<file path="src/rtl/instruction_fetch_if.sv">
// Fetch-stage bus: ROM address/data, execute back-pressure and branch
// condition, and the decoded instruction presented to execute.
interface instruction_fetch_if;
  logic [15:0] address;
  logic [27:0] instruction;
  logic        stall;
  logic        branch_taken;
  logic        valid;
  logic [3:0]  operation;
  logic [7:0]  destination;
  logic [7:0]  source1;
  logic [7:0]  source0;
  logic [15:0] immediate;
  logic [15:0] pc;

  modport master (
    output address, valid, operation, destination, source1, source0, immediate, pc,
    input  instruction, stall, branch_taken
  );

  modport slave (
    input  address, valid, operation, destination, source1, source0, immediate, pc,
    output instruction, stall, branch_taken
  );
endinterface

</file>
<file path="src/rtl/instruction_fetch.sv">
// Instruction fetch/decode front end: PC sequencing, instruction register,
// local JMP, BLE resolution from execute, and NOP delay count.
//
// state  | meaning
// RUN    | fetch and present one instruction per cycle
// WAIT   | NOP delay; bubbles until the down-counter reaches terminal count
// BRANCH | BLE presented; resolve with branch_taken, one bubble
module instruction_fetch #(
  parameter logic [15:0] PC_RESET = 16'd0
) (
  input logic          clk,
  input logic          rst,
  instruction_fetch_if.master bus
);

  localparam logic [3:0] OP_NOP = 4'd0;
  localparam logic [3:0] OP_BLE = 4'd3;
  localparam logic [3:0] OP_JMP = 4'd6;

  typedef enum logic [1:0] {RUN, WAIT, BRANCH} state_t;

  state_t      state_q, state_d;
  logic [15:0] address_q, address_d;
  logic [27:0] ir_q, ir_d;
  logic [15:0] pc_q, pc_d;
  logic        valid_q, valid_d;
  logic [23:0] count_q, count_d;

  always_ff @(posedge clk or posedge rst) begin
    if (rst) begin
      state_q   <= RUN;
      address_q <= PC_RESET;
      ir_q      <= 28'd0;
      pc_q      <= 16'd0;
      valid_q   <= 1'b0;
      count_q   <= 24'd0;
    end else begin
      state_q   <= state_d;
      address_q <= address_d;
      ir_q      <= ir_d;
      pc_q      <= pc_d;
      valid_q   <= valid_d;
      count_q   <= count_d;
    end
  end

  always_comb begin
    state_d   = state_q;
    address_d = address_q;
    ir_d      = ir_q;
    pc_d      = pc_q;
    valid_d   = valid_q;
    count_d   = count_q;
    // A stall freezes every register, including a pending BLE resolution.
    if (!bus.stall) begin
      case (state_q)
        RUN: begin
          ir_d      = bus.instruction;
          pc_d      = address_q;
          valid_d   = 1'b1;
          address_d = address_q + 16'd1;
          case (bus.instruction[27:24])
            OP_JMP: address_d = {8'd0, bus.instruction[23:16]};
            OP_NOP: begin
              if (bus.instruction[23:0] != 24'd0) begin
                count_d = bus.instruction[23:0];
                state_d = WAIT;
              end
            end
            OP_BLE:  state_d = BRANCH;
            default: ;
          endcase
        end
        WAIT: begin
          valid_d = 1'b0;
          count_d = count_q - 24'd1;
          if (count_q == 24'd1) state_d = RUN;
        end
        BRANCH: begin
          valid_d = 1'b0;
          if (bus.branch_taken) address_d = {8'd0, ir_q[23:16]};
          state_d = RUN;
        end
        default: state_d = RUN;
      endcase
    end
  end

  assign bus.address     = address_q;
  assign bus.valid       = valid_q;
  assign bus.operation   = ir_q[27:24];
  assign bus.destination = ir_q[23:16];
  assign bus.source1     = ir_q[15:8];
  assign bus.source0     = ir_q[7:0];
  assign bus.immediate   = ir_q[15:0];
  assign bus.pc          = pc_q;

endmodule

</file>
<file path="src/flat_wrapper.sv">
// flat-port wrapper written by rule: the top's interface ports become plain ports
module instruction_fetch_flat 
#(
  parameter logic [15:0] PC_RESET = 16'd0
)
  (clk, rst, bus_address, bus_valid, bus_operation, bus_destination, bus_source1, bus_source0, bus_immediate, bus_pc, bus_instruction, bus_stall, bus_branch_taken);
  instruction_fetch_if bus_i ();
  input logic clk;
  input logic rst;
  output wire logic [$bits(bus_i.address)-1:0] bus_address;
  output wire logic [$bits(bus_i.valid)-1:0] bus_valid;
  output wire logic [$bits(bus_i.operation)-1:0] bus_operation;
  output wire logic [$bits(bus_i.destination)-1:0] bus_destination;
  output wire logic [$bits(bus_i.source1)-1:0] bus_source1;
  output wire logic [$bits(bus_i.source0)-1:0] bus_source0;
  output wire logic [$bits(bus_i.immediate)-1:0] bus_immediate;
  output wire logic [$bits(bus_i.pc)-1:0] bus_pc;
  input wire logic [$bits(bus_i.instruction)-1:0] bus_instruction;
  input wire logic [$bits(bus_i.stall)-1:0] bus_stall;
  input wire logic [$bits(bus_i.branch_taken)-1:0] bus_branch_taken;
  assign bus_address = bus_i.address;
  assign bus_valid = bus_i.valid;
  assign bus_operation = bus_i.operation;
  assign bus_destination = bus_i.destination;
  assign bus_source1 = bus_i.source1;
  assign bus_source0 = bus_i.source0;
  assign bus_immediate = bus_i.immediate;
  assign bus_pc = bus_i.pc;
  assign bus_i.instruction = bus_instruction;
  assign bus_i.stall = bus_stall;
  assign bus_i.branch_taken = bus_branch_taken;
  instruction_fetch #(.PC_RESET(PC_RESET)) u_core (.clk(clk), .rst(rst), .bus(bus_i));
endmodule
</file>
<file path="config.mk">
export PLATFORM = sky130hd
export DESIGN_NAME = instruction_fetch_flat
export DESIGN_NICKNAME = d
export VERILOG_FILES = /design/src/rtl/instruction_fetch_if.sv /design/src/rtl/instruction_fetch.sv /design/src/flat_wrapper.sv
export SDC_FILE = /design/constraint.sdc
export NUM_CORES = 1
export LEC_CHECK = 0
export BUFFER_PORTS_ARGS = -buffer_cell sky130_fd_sc_hd__buf_2
export CORE_AREA = 2 2 105 107
export CTS_CLUSTER_SIZE = 16
export DETAILED_ROUTE_END_ITERATION = 6
export DIE_AREA = 0 0 107 109
export PLACE_DENSITY = 0.71
export SYNTH_ARGS = -nofsm -noshare
export SYNTH_HDL_FRONTEND = slang
export SYNTH_SLANG_ARGS = --single-unit
</file>
<file path="constraint.sdc">
create_clock -name clk -period 4.15 [get_ports clk]
set_clock_uncertainty 0.15 [all_clocks]
set_input_delay 1.245 -clock clk [delete_from_list [all_inputs] [get_ports clk]]
set_output_delay 1.245 -clock clk [all_outputs]
set_load 0.02 [all_outputs]
</file>
Word level (Yosys, flattened, before mapping)
Cells that the tools add are included.
{ "word_totals": {"regBits": 87, "latch_bits": 0, "out_inout_bits": 77, "wordCells": 43, "ram_bits": 0, "mem_bits_ro": 0, "in_bits": 32, "memories": 0} }
{ "op_classes": {"n_div": 0, "mul": 0, "n_mux": 11, "order_cmp": 0, "eq_ne": 11, "shifts": 0, "add_sub_neg": 2, "n_bitwise": 1, "n_reduce_logical": 12} }
{ "ops": {"columns": ["cell", "n"], "rows": [
  ["2-to-1 mux 24 bit", 2],
  ["case mux 24 bit (2 select lines)", 1],
  ["2-to-1 mux 16 bit", 2],
  ["case mux 16 bit (2 select lines)", 1],
  ["equality test 24 x 1 -> 1 bit, second input constant", 1],
  ["nonzero test 24 bit", 1],
  ["subtractor 24 x 1 -> 24 bit, second input constant", 1],
  ["adder 16 x 1 -> 16 bit, second input constant", 1],
  ["case mux 2 bit (2 select lines)", 2],
  ["AND reduction 4 bit", 2],
  ["nonzero test 2 bit", 3],
  ["equality test 4 x 2 -> 1 bit, second input constant", 1],
  ["equality test 4 x 3 -> 1 bit, second input constant", 1],
  ["logical NOT 4 bit", 1],
  ["2-to-1 mux 2 bit", 2],
  ["!= test 2 x 1 -> 1 bit, second input constant", 2],
  ["!= test 2 bit, second input constant", 2],
  ["AND reduction 2 bit", 2],
  ["!= test 3 x 2 -> 1 bit, second input constant", 1],
  ["!= test 3 bit, second input constant", 1],
  ["AND reduction 3 bit", 1],
  ["equality test 2 x 1 -> 1 bit, second input constant", 1],
  ["equality test 2 bit, second input constant", 1],
  ["logical NOT 2 bit", 1],
  ["other kinds (3)", 3]
]} }

Depth between registers and ports, before layout
{ "logic_depth": {"word_depth": 4, "mapped_depth": 8, "depth_no_buf": 7} }

Worst setup path after synthesis
OpenSTA, ideal clock, no wires.
{ "synth_path": {"path_kind": "input-to-reg", "from": "in bus_instruction[10]", "to": "reg u_core.count_q[14]", "n_path_buf": 1, "t_required_ps": 3876, "t_arrival_ps": 2628, "slack_ps": 1248, "stages": 6, "setup_ps": 124, "path_cell_list": "nor4_1 nand4_1 o311ai_2 buf_2 nor4_1 a211o_1"} }
{ "synth_between": {"elab_chain_len": 3} }
{ "synth_rtl": {"columns": ["item", "line", "source"], "rows": [
  ["start: declaration", "flat_wrapper.sv:18", "input wire logic [$bits(bus_i.instruction)-1:0] bus_instruction;"],
  ["nonzero test 24 bit", "instruction_fetch.sv:65", "if (bus.instruction[23:0] != 24'd0) begin"],
  ["!= test 2 x 1 -> 1 bit (no line)", null, null],
  ["AND reduction 4 bit (no line)", null, null],
  ["end signal: assignment", "instruction_fetch.sv:43", "count_q <= count_d;"],
  ["end: declaration", "instruction_fetch.sv:27", "logic [23:0] count_q, count_d;"]
]} }
No other way between the ends.
A chain may end at the register's enable or synchronous reset.

Worst setup path in the final report
{ "layout_path": {"from": "in bus_instruction[4]", "to": "reg u_core.count_q[18]"} }
Same word-level chain as after synthesis.

==> metrics.json <==
{
  "run_status": "completed",
  "cts_hold_buf": 0,
  "async_flop_share_pct": 100,
  "synth_top_area_share_pct": 47.1,
  "cts_tree": "done",
  "vdd.ir_drop.worst_mv": 0.370,
  "die_area_mm2": 0.0117,
  "timing.critical_path.slowest_cell_delay_ps": 560,
  "final_cell_utilization_of_the_core_pct": 51.2,
  "synth_commonest_cells": "87 x sky130_fd_sc_hd__dfrtp_1, 46 x sky130_fd_sc_hd__mux2_2, 38 x sky130_fd_sc_hd__nor2_1",
  "gpl.final_weighted_congestion": 0.826,
  "hold-worst-slack_ps": 357,
  "final_max_slew_viol_count": 0,
  "syn-cell-area_mm2": 0.00462,
  "syn_area_cell_um2": 10.4,
  "synthesis.instances": 444,
  "timing.critical_path.max_delay_family": "compound AO/OA/AOI/OAI gates",
  "net_count_reported_at_finish": 571,
  "yosysTopAreaCell": "sky130_fd_sc_hd__dfrtp_1",
  "antenna_found_initial": 0,
  "clockPowerShare_pct": 15.9,
  "cts.htree.levels": 3,
  "sequentialPowerShare_pct": 37.4,
  "worst_r2r_endpoint": "u_core.bus.address[0]$_DFFE_PP0P_",
  "yosys-top-cells-area": "sky130_fd_sc_hd__dfrtp_1 47%, sky130_fd_sc_hd__mux2_2 11%, sky130_fd_sc_hd__nor2_1 3.1%, sky130_fd_sc_hd__a21oi_1 2.8%, sky130_fd_sc_hd__buf_4 2.6%",
  "final.fill_count": 963,
  "start_util_pct": 43.6,
  "cap_violations": 0,
  "setup_viol": 0,
  "grt_setup_unrepaired": "no",
  "die_x_um": 107,
  "path_class": "primary input to flip-flop",
  "grt_first_pass_wirelength_mm": 18.1,
  "synth_unique_cells": 55,
  "path_cells": "buf_2 > nor4_1 > nand4_1 > o311a_1 > a32o_1 > a211o_1",
  "rr_worst_depth": 7,
  "total_setup_buffers_inserted_after_cts": 0,
  "floorplan.core_area_mm2": 0.0106,
  "drc": 0,
  "first_iter_violations": 197,
  "top_level_ports": 109,
  "worst_hold_path_type": "flip-flop to flip-flop",
  "rows": 38,
  "cts-buffers-inserted": 9,
  "maxSlewHeadroom_pct": 34.4,
  "worstPathBufferInverterCount": 1,
  "worstHoldStart": "u_core.bus.pc[13]$_DFFE_PP0P_",
  "yosysSeqAreaShare_pct": 47.1,
  "power-per-cell-area_mw_per_mm2": 769,
  "worst-r2r-setup-slack_ps": 1320,
  "arrival_ps": 3130,
  "critical_path.slowest_cell": "sky130_fd_sc_hd__o311a_1",
  "synth.ff_latch_count": 87,
  "worst_ep_required_time_ps": 4250,
  "synth.net_count": 483,
  "yosysMostFrequentCell": "sky130_fd_sc_hd__dfrtp_1",
  "cts_root_buf": "sky130_fd_sc_hd__clkbuf_8",
  "critPathMaxFanout": 13,
  "finalWirelength_mm": 11.1,
  "dieHeight_um": 109,
  "fraction_of_layout_instances_using_a_drive_strength_above_1_pct": 35.8,
  "worst_setup_path_end_kind": "flip-flop",
  "cellLeakagePower_uw": 0.00237,
  "via_count_of_the_first_global_routing_pass": 3596,
  "layout_overhead_on_the_synthesized_area_pct": 17.5,
  "period_minus_ws_final_ps": 3020,
  "ctsLongestPathBuffers": 2,
  "vias": 3752,
  "vias_per_cell": 5.54,
  "gr-usage-all-layers_pct": 19.8,
  "tightest_slew_ps": 980,
  "intPower_uw": 2350,
  "route.antenna.remaining_nets": 0,
  "power_frac_comb_pct": 46.7,
  "final_min_period_over_clock_period_pct": 72.8,
  "grt_start_max_net_pins": 49,
  "synth-edff-count": 0,
  "drt-wirelength-per-cell_um": 16.3,
  "synth_warnings": 0,
  "p_sw_uw": 1820,
  "yosys_most_used_dff": "sky130_fd_sc_hd__dfrtp_1",
  "clk-insertion-delay-late_ps": 360,
  "p_total_uw": 4170,
  "start_kind": "primary input",
  "start_of_the_worst_register_to_register_path": "u_core.state_q[0]$_DFFE_PP0P_",
  "buffer_ports.inserted": 108,
  "drt-pass1-iter-count": 4,
  "gr-total-overflow": 0,
  "clock_sinks": 87,
  "antenna_cells": 0,
  "cts.clk_slew.worst_paths_ps": 90,
  "max_freq_mhz": 331,
  "switching_share_pct": 43.7,
  "worstHoldPathCells": 1,
  "fin_hold_viols": 0,
  "worst_hold_path.endpoint": "u_core.bus.pc[13]$_DFFE_PP0P_",
  "fin_setup_tns_ps": 0,
  "cts_resized": 0,
  "dp.final_hpwl_mm": 7.87
}
## placed cells by master, fill, tap and decap left out, types with 3 or more instances in the layout
cell	count
sky130_fd_sc_hd__nor4_4	3
sky130_fd_sc_hd__inv_1	10
sky130_fd_sc_hd__o32ai_1	4
sky130_fd_sc_hd__clkbuf_8	9
sky130_fd_sc_hd__nor3_1	5
sky130_fd_sc_hd__nor2_1	38
sky130_fd_sc_hd__nor2b_1	5
sky130_fd_sc_hd__a32o_1	3
sky130_fd_sc_hd__xnor2_1	4
sky130_fd_sc_hd__ha_1	7
sky130_fd_sc_hd__a2bb2oi_1	5
sky130_fd_sc_hd__a21oi_1	26
sky130_fd_sc_hd__o21ai_0	19
sky130_fd_sc_hd__a31oi_1	6
sky130_fd_sc_hd__xor2_1	8
sky130_fd_sc_hd__and2_1	3
sky130_fd_sc_hd__o22ai_1	3
sky130_fd_sc_hd__nand4_1	12
sky130_fd_sc_hd__o22a_1	3
sky130_fd_sc_hd__nand2_1	27
sky130_fd_sc_hd__nand3_1	12
sky130_fd_sc_hd__a211o_1	8
sky130_fd_sc_hd__a211oi_1	4
sky130_fd_sc_hd__buf_4	8
sky130_fd_sc_hd__nor4_1	13
sky130_fd_sc_hd__o21ai_1	4
sky130_fd_sc_hd__dfrtp_1	87
sky130_fd_sc_hd__or3_1	6
sky130_fd_sc_hd__clkinv_2	3
sky130_fd_sc_hd__mux2_2	46
sky130_fd_sc_hd__buf_2	108
## state kept, by name, summed over array words and instances, names as in the netlist
| register | flops |
|---|---|
| u_core.ir_q | 28 |
| u_core.count_q | 24 |
| u_core.bus.address | 16 |
| u_core.bus.pc | 16 |
| u_core.state_q | 2 |
| u_core.bus.valid | 1 |
## worst max-delay path by stage
stage | slack [ps] | from | depth (start not counted) | endpoint
floorplan | 500 | rst | 1 | u_core.bus.address[0]$_DFFE_PP0P_
global route | 1030 | u_core.state_q[0]$_DFFE_PP0P_ | 7 | u_core.bus.address[12]$_DFFE_PP0P_
detailed placement | 720 | bus_instruction[4] | 6 | u_core.count_q[18]$_DFFE_PP0P_
CTS | 1110 | bus_instruction[4] | 6 | u_core.count_q[18]$_DFFE_PP0P_
global placement | 790 | bus_instruction[10] | 6 | u_core.count_q[18]$_DFFE_PP0P_
finish | 1130 | bus_instruction[4] | 6 | u_core.count_q[18]$_DFFE_PP0P_
## power by group through the flow
stage | registers (uW) | clock network [uW] | logic (uW)
after detailed placement | 1570 | 0 | 1960
after global placement | 1550 | 0 | 1930
final | 1560 | 664 | 1950
after global routing | 1620 | 716 | 2150
after floorplan | 1790 | 0 | 1230
after CTS | 1560 | 685 | 1970
## kinds of logic after synthesis
family,Yosys count,synth area share [%]
compound gates,95,13.8
xor+xnor,12,2.27
fa+ha+maj,7,1.90
buf+inv,51,5.55
flops,87,47.1
mux,49,11.9
simple gates,143,17.4
## layout make-up
class                   count  area (um2)  area share (%)
flip-flops and latches     87        2180            40.1
clock buffers               9         124            2.28
clock inverters             7        95.1            1.75
multi-input cells         306        2190            40.4
repair buffers            117         621            11.4
inverters                  11        42.5           0.784
well taps                 140         175            3.23
## per-stage QoR
step	std cells	area, um2	setup WS, ps
after floorplan	444	4620	505
after global placement	661	5210	789
after detailed placement	661	5210	721
after CTS	677	5430	1110
after global routing	677	5430	1030
final	677	5430	1130
## worst reg2reg max path, cell delays in order (launching register included)
cell                      delay (ps)
sky130_fd_sc_hd__dfrtp_1         420
sky130_fd_sc_hd__inv_1           100
sky130_fd_sc_hd__ha_1            580
sky130_fd_sc_hd__mux2i_1         260
sky130_fd_sc_hd__nor2_1          790
sky130_fd_sc_hd__nor2b_1         120
sky130_fd_sc_hd__a31oi_1         170
sky130_fd_sc_hd__o21ai_0         100
## routing by layer
| metal | global-route usage (%) | up-vias | wire length (um) |
|---|---|---|---|
| li1 | - | 1796 | - |
| met1 | 25.9 | 1839 | 5010 |
| met2 | 33.0 | 107 | 5360 |
| met3 | 3.59 | 10 | 553 |
| met4 | 7.05 | 0 | 140 |
| met5 | 0 | - | 0 |
Note: power is estimated with default switching activity, not from simulation.
